### src/rtl/snail_pkg.sv
// Shared definitions for the Snail bitstream source and the 101 sequence detectors.
//   tx_state_e         : serializer FSM encoding (IDLE=0, SHIFT=1)
//   det_state_e        : detector FSM encoding (SAD/WAIT1/WAIT2)
//   IDLE_LEVEL_DEFAULT : line level driven on D while no word is in flight
//   cnt_width()        : counter width for a modulus n, never below 1 bit
package snail_pkg;

    typedef enum logic {
        IDLE  = 1'b0,
        SHIFT = 1'b1
    } tx_state_e;

    typedef enum logic [1:0] {
        SAD   = 2'd0,
        WAIT1 = 2'd1,
        WAIT2 = 2'd2
    } det_state_e;

    localparam logic IDLE_LEVEL_DEFAULT = 1'b0;

    function automatic int unsigned cnt_width(input int unsigned n);
        return (n > 1) ? $clog2(n) : 1;
    endfunction

endpackage

### src/rtl/snail_tick_div.sv
// Bit-period divider: counts DIV clocks while enabled and flags the terminal count.
//   clk    : system clock
//   _rst   : asynchronous active-low reset
//   en     : count this clock (a bit is being held on the line)
//   start  : restart the count from zero (new word accepted)
//   tick_c : combinational, high on the final clock of the current bit period
module snail_tick_div
    import snail_pkg::*;
#(
    parameter int unsigned DIV = 1
) (
    input  logic clk,
    input  logic _rst,
    input  logic en,
    input  logic start,
    output logic tick_c
);

    localparam int unsigned     DW   = cnt_width(DIV);
    localparam logic [DW-1:0]   TERM = DW'(DIV - 1);

    logic [DW-1:0] div_cnt;

    // Position inside the current bit period, 0..DIV-1
    always_ff @(posedge clk or negedge _rst) begin
        if (!_rst) begin
            div_cnt <= '0;
        end else if (start) begin
            div_cnt <= '0;
        end else if (en) begin
            div_cnt <= (div_cnt == TERM) ? '0 : div_cnt + DW'(1);
        end
    end

    assign tick_c = en & (div_cnt == TERM);

endmodule

### src/rtl/snail_bit_serializer.sv
// Parallel-to-serial bit source feeding the 1-bit D input of the Snail 101 detectors.
// Words are accepted on a load/ready handshake and shifted out one bit per DIV
// clocks; a load taken during the final clock of a word continues with no gap.
//   clk     : system clock, all state on rising edge
//   _rst    : asynchronous active-low reset
//   data_in : word to serialize, sampled only at the accepting edge
//   load    : send request, accepted when load & ready at a rising edge
//   ready   : combinational, block can accept a load this cycle
//   D       : registered serial bit to the detector
//   bit_stb : registered one-clock pulse on the first clock of each payload bit
//   busy    : registered, a payload bit is present on D
//   last    : combinational, final clock of the final bit of the current word
module snail_bit_serializer
    import snail_pkg::*;
#(
    parameter int unsigned WIDTH      = 8,
    parameter int unsigned DIV        = 1,
    parameter bit          MSB_FIRST  = 1'b1,
    parameter logic        IDLE_LEVEL = IDLE_LEVEL_DEFAULT
) (
    input  logic             clk,
    input  logic             _rst,
    input  logic [WIDTH-1:0] data_in,
    input  logic             load,
    output logic             ready,
    output logic             D,
    output logic             bit_stb,
    output logic             busy,
    output logic             last
);

    localparam int unsigned   BW       = cnt_width(WIDTH);
    localparam logic [BW-1:0] BIT_LAST = BW'(WIDTH - 1);

    tx_state_e        state;
    logic [BW-1:0]    bit_cnt;
    logic [WIDTH-1:0] shreg;
    logic [39:0]      txstate;
    logic             tick_c;
    logic             shift_en_c;
    logic             accept_c;

    // Bit that leaves the word next, in the configured order
    function automatic logic first_bit(input logic [WIDTH-1:0] w);
        return MSB_FIRST ? w[WIDTH-1] : w[0];
    endfunction

    // Word with its outgoing bit removed; vacated positions fill with zero
    function automatic logic [WIDTH-1:0] drop_bit(input logic [WIDTH-1:0] w);
        return MSB_FIRST ? (w << 1) : (w >> 1);
    endfunction

    assign shift_en_c = (state == SHIFT);

    snail_tick_div #(
        .DIV (DIV)
    ) u_tick_div (
        .clk    (clk),
        ._rst   (_rst),
        .en     (shift_en_c),
        .start  (accept_c),
        .tick_c (tick_c)
    );

    // Handshake decode: depends only on state and counters, never on load
    assign last     = shift_en_c & (bit_cnt == BIT_LAST) & tick_c;
    assign ready    = (state == IDLE) | last;
    assign accept_c = load & ready;

    // FSM, shift register and registered line outputs. The first bit goes
    // straight to D at the accepting edge, so shreg holds only the remainder.
    always_ff @(posedge clk or negedge _rst) begin
        if (!_rst) begin
            state   <= IDLE;
            txstate <= 40'("IDLE");
            bit_cnt <= '0;
            shreg   <= '0;
            D       <= IDLE_LEVEL;
            bit_stb <= 1'b0;
            busy    <= 1'b0;
        end else begin
            bit_stb <= 1'b0;
            if (accept_c) begin
                state   <= SHIFT;
                txstate <= 40'("SHIFT");
                bit_cnt <= '0;
                shreg   <= drop_bit(data_in);
                D       <= first_bit(data_in);
                bit_stb <= 1'b1;
                busy    <= 1'b1;
            end else if (last) begin
                state   <= IDLE;
                txstate <= 40'("IDLE");
                bit_cnt <= '0;
                shreg   <= '0;
                D       <= IDLE_LEVEL;
                busy    <= 1'b0;
            end else if (tick_c) begin
                bit_cnt <= bit_cnt + BW'(1);
                shreg   <= drop_bit(shreg);
                D       <= first_bit(shreg);
                bit_stb <= 1'b1;
            end
        end
    end

endmodule

### config.mk
export PLATFORM = sky130hd
export DESIGN_NAME = snail_bit_serializer
export DESIGN_NICKNAME = d
export VERILOG_FILES = /design/src/rtl/snail_pkg.sv /design/src/rtl/snail_tick_div.sv /design/src/rtl/snail_bit_serializer.sv
export SDC_FILE = /design/constraint.sdc
export NUM_CORES = 1
export LEC_CHECK = 0
export ABC_AREA = 1
export CORE_MARGIN = 4
export CORE_UTILIZATION = 40
export DETAILED_ROUTE_END_ITERATION = 7
export HOLD_SLACK_MARGIN = 0.1
export PLACE_DENSITY_LB_ADDON = 0.08
export SLEW_MARGIN = 15
export SYNTH_ARGS = -nofsm -noshare
export SYNTH_HDL_FRONTEND = slang
export SYNTH_HIERARCHICAL = 1
export SYNTH_SLANG_ARGS = --single-unit
### constraint.sdc
create_clock -name clk -period 1.6 [get_ports clk]
set_clock_uncertainty 0.15 [all_clocks]
set_input_delay 0.32 -clock clk [delete_from_list [all_inputs] [get_ports clk]]
set_output_delay 0.32 -clock clk [all_outputs]
set_load 0.01 [all_outputs]
==> After elaboration in Yosys (flattened, before gate mapping) <==
Cells that the tools add are included.
{ "word_totals": {"register_bits": 15, "out_inout_bits": 5} }
{ "classes": {"add_sub_neg": 2, "eq_ne": 1, "n_mux": 17, "bitwise_logic": 7, "n_reduce_logical": 3} }
{ "op_table": {"columns": ["op", "count"], "rows": [
  ["$mux 8", 3],
  ["$mux 1", 11],
  ["$mux 3", 3],
  ["$and 1x1->1", 4],
  ["$reduce_bool 2->1", 2],
  ["$add 3x1->3 const B", 1],
  ["$eq 3x3->1 const B", 1],
  ["$reduce_bool 3->1", 1],
  ["$not 1->1", 2],
  ["$add 1x1->1 const B", 1],
  ["$or 1x1->1", 1]
]} }

==> Longest topological paths before layout <==
{ "depth": {"depth_word": 6, "depth_mapped": 9, "ltp_nobuf": 9} }

==> Hierarchy <==
The synthesis kept the hierarchy.
{ "modules_own_cells": {"columns": ["mod", "n_inst", "cells_each", "area_each_um2"], "rows": [
  ["snail_bit_serializer", 1, 91, 689.4],
  ["snail_tick_div", 1, 1, 7.5]
]} }

==> Worst setup path before layout <==
No wires, ideal clock.
{ "synth_timing": {"kind": "register to register", "start": "reg bit_cnt[0]", "end": "reg D", "setup_ns": 0.117, "arrival_time_ns": 1.317, "path_slack_ns": 0.016, "stages_incl_launch_ff": 10, "n_path_buf": 1, "period_less_slack_ns": 1.584, "path_cell_list": "dfrtp_1 ha_1 ha_1 nand3_2 nand2_2 nand2_4 buf_6 nand2_1 nand2_1 nand2_1"} }
{ "synth_via": {"elab_chain_len": 6, "word_cells_on_any_way": 8, "cone_classes": "1 x eq/ne; 2 x mux; 4 x bitwise; 1 x reduce/logical"} }
{ "synth_rtl": {"columns": ["item", "line", "source"], "rows": [
  ["from (decl)", "snail_bit_serializer.sv:36", "logic [BW-1:0] bit_cnt;"],
  ["from (signal assigned)", "snail_bit_serializer.sv:99", "bit_cnt <= bit_cnt + BW'(1);"],
  ["$eq 3x3->1 *", "snail_bit_serializer.sv:66", "assign last = shift_en_c & (bit_cnt == BIT_LAST) & tick_c;"],
  ["$and 1x1->1 * (2 in series)", "snail_bit_serializer.sv:66", null],
  ["$or 1x1->1 *", "snail_bit_serializer.sv:67", "assign ready = (state == IDLE) | last;"],
  ["named net ready", "snail_bit_serializer.sv:25", "output logic ready,"],
  ["$and 1x1->1 *", "snail_bit_serializer.sv:68", "assign accept_c = load & ready;"],
  ["$reduce_bool 3->1 (no line) or $mux 1 (tied branches)", null, null],
  ["to (signal assigned)", "snail_bit_serializer.sv:88", "D <= first_bit(data_in);"],
  ["to (signal assigned)", "snail_bit_serializer.sv:101", "D <= first_bit(shreg);"],
  ["to (decl)", "snail_bit_serializer.sv:26", "output logic D,"]
]} }
Mark *: on every way through the listed nets, which the timed path passes. The rest lies on a longest branch.
A chain may end at the register's enable or synchronous reset.

==> Worst setup path after layout <==
{ "layout_timing": {"start": "reg bit_cnt[1]", "end": "out ready"} }
{ "layout_via": {"elab_chain_len": 4} }
{ "layout_rtl": {"columns": ["item", "line"], "rows": [
  ["$eq 3x3->1", "snail_bit_serializer.sv:66"],
  ["$and 1x1->1 (2 in series)", "snail_bit_serializer.sv:66"],
  ["$or 1x1->1", "snail_bit_serializer.sv:67"],
  ["to (decl)", "snail_bit_serializer.sv:25"]
]} }
Every way passes these cells.

==> results.py <==
metrics = {
    "critical_path": {
        "worstPathRequired_ps": 1130,
        "cp_max_fo": 3,
        "crit_type": "register to output pin",
        "critical_path_arrival_ps": 1260,
        "end_kind": "output pin",
        "critPathLaunchType": "register",
    },
    "synth": {
        "syn_nets": 105,
        "synth.cell_area_sq_um": 697,
        "synth_top_cell_by_area": "dfrtp_1",
        "yosys.area.top_type_share": 0.467,
        "synth_area_per_cell_sq_um": 7.58,
        "synth.distinct_cells": 15,
        "yosysWarnings": 6,
        "synth.area.top_cells": "dfrtp_1 47%, nand2_1 23%, nand3_1 7.9%",
        "postSynthCellCount": 92,
        "ys_ff_latch": 13,
        "synth-seq-area-share": 0.467,
    },
    "timing": {
        "slew_headroom": 0.865,
        "slew_violations": 0,
        "final-hold-violation-count": 0,
        "fin_ws_ps": -127,
        "fin_crit_sh": 1.08,
        "worst_pin_slew_ps": 202,
        "setup_tns_ps": -434,
        "min_period_ps": 1730,
        "finalSetupViolCount": 8,
        "max_freq_ghz": 0.579,
        "grt_setup_unrepaired": "true",
    },
    "die": {
        "row_count": 14,
        "die-area_sq_um": 2470,
        "coreArea_sq_um": 1580,
        "initial_utilization": 0.442,
        "chipWidth_microns": 49.7,
        "ios": 16,
        "die_y_microns": 49.7,
    },
    "global_routing": {
        "antenna_found_initial": 0,
        "grt_max_degree": 14,
        "overflow": 0,
        "grt_usage": 0.137,
        "grt_pass1_wl_microns": 2570,
        "first_global_vias": 606,
    },
    "finish": {
        "final_cell_mix": "33 x nand2_1, 12 x dfrtp_1, 11 x inv_1",
        "diodes": 0,
        "syn_to_final_growth_pct": 53.9,
        "design_area_sq_um": 1070,
        "post-route-util": 0.680,
        "fill_cells": 153,
        "drive_above_1_share": 0.333,
        "layout_commonest_cell": "nand2_1",
        "fin_nets": 134,
    },
    "pwr": {
        "p_leak_uw": 0.000563,
        "power.share.switching": 0.388,
        "internal-power_uw": 1070,
        "clkPwrFrac": 0.117,
        "power_density_nw_per_um2": 1620,
        "combPwrFrac": 0.585,
        "seq_power_share": 0.299,
        "power_switching_uw": 675,
        "peakVddDrop_mv": 0.862,
        "power_uw": 1740,
    },
    "run_status": {
        "status": "finished, violations left",
        "violations": "negative setup slack",
    },
    "clock_tree": {
        "cts_buffers": 3,
        "htree_levels": 1,
        "cts_tree": "built",
        "cts.sinks": 13,
        "root_buffer": "clkbuf_4",
        "clock_path_buffers": 2,
        "clkLatencyLatePin_ps": 270,
        "path_clk_slew_ps": 80,
        "cts_hold_buf": 0,
    },
    "place": {
        "dp_hpwl_microns": 1050,
        "place_area_sq_um": 882,
        "place.port_buffers": 15,
        "gp_congestion": 0.773,
    },
    "drt": {
        "vias": 644,
        "drc": 0,
        "dr.pass1.iters": 2,
        "drtIter0Drc": 9,
        "routed_wl_microns": 1610,
        "wire_per_inst_microns": 11.8,
        "ant_nets": 0,
        "vias_per_cell": 4.74,
    },
    "worst_hold_path": {
        "hold_path_class": "input port to async pin",
    },
    "job": {
        "max_cap_violations": 0,
    },
}
state kept, by name, indices dropped and copies added, names as in the netlist:
signal      flops
shreg           7
bit_stb         1
bit_cnt         3
D               1
shift_en_c      1
per-layer routing:
metal / GRT usage / wire, microns / up-vias
li1: - / - / 335
met1: 0.166 / 693 / 293
met2: 0.229 / 843 / 14
met3: 0.0361 / 60 / 2
met4: 0.0553 / 10 / 0
met5: 0 / 0 / -
cells by family after synthesis:
family                   share of synthesized area
AO/OA/AOI/OAI                               0.0180
adder cells (fa/ha/maj)                     0.0359
buffers and inverters                        0.124
flip-flops                                   0.467
AND/OR/NAND/NOR                              0.355
cell type report:
type / instances / area (sq um) / area share
clock buffer: 4 / 26.3 / 0.0245
inverter: 13 / 48.8 / 0.0455
multi-input combinational: 63 / 393 / 0.366
sequential: 13 / 327 / 0.305
tap: 16 / 20.0 / 0.0187
timing repair buffer: 27 / 258 / 0.240
cells in the mapped netlist (all sizes together):
cell and instances:
buf 3, clkbuf 1, dfrtp 13, ha 2
inv 13, nand2 44, nand3 12, nor2 2
o21a 1, o21ai 1
what timing repair did:
item / 4_1_cts / 5_1_grt
resized for setup: 17 / 23
endpoints found under the setup margin: 11 / 11
gates cloned: 0 / 2
buffers inserted: 1 / 3
pin swaps: 2 / 5
metrics by stage:
| stage | hold slack (ps) | instances | setup WS [ps] |
|---|---|---|---|
| 2_1_floorplan | -126 | 92 | 16.2 |
| 3_3_place_gp | 313 | 126 | -253 |
| 3_5_place_dp | 315 | 126 | -266 |
| 4_1_cts | 202 | 131 | -142 |
| 5_1_grt | 229 | 136 | -181 |
| 6_report | 199 | 136 | -127 |
critical path, stage by stage (launching register included):
cell	delay, ps
dfrtp_1	390
ha_2	200
ha_4	160
nand3_4	60
nand2_4	50
buf_6	110
path summary, 6_finish.rpt:
path,from,endpoint,slack [ps],depth (start not counted)
hold reg to reg,shreg[4]$_DFFE_PN0P_,shreg[4]$_DFFE_PN0P_,330,2
min in group clk,shreg[4]$_DFFE_PN0P_,shreg[4]$_DFFE_PN0P_,330,2
setup / recovery,bit_cnt[1]$_DFFE_PN0P_,ready,-130,5
setup reg to reg,bit_cnt[1]$_DFFE_PN0P_,shreg[4]$_DFFE_PN0P_,-50,10
max in group asynchronous,_rst,shift_en_c$_DFFE_PN0P_,930,2
hold / removal,_rst,shift_en_c$_DFFE_PN0P_,200,2
power groups by stage:
stage | Sequential (uW) | Clock (uW) | Combinational, uW
after global routing | 537 | 227 | 1140
after detailed placement | 525 | 0 | 674
final | 520 | 203 | 1020
after floorplan | 530 | 0 | 403
after global placement | 520 | 0 | 661
after CTS | 520 | 210 | 702
Power figures use the tool's default switching activity.
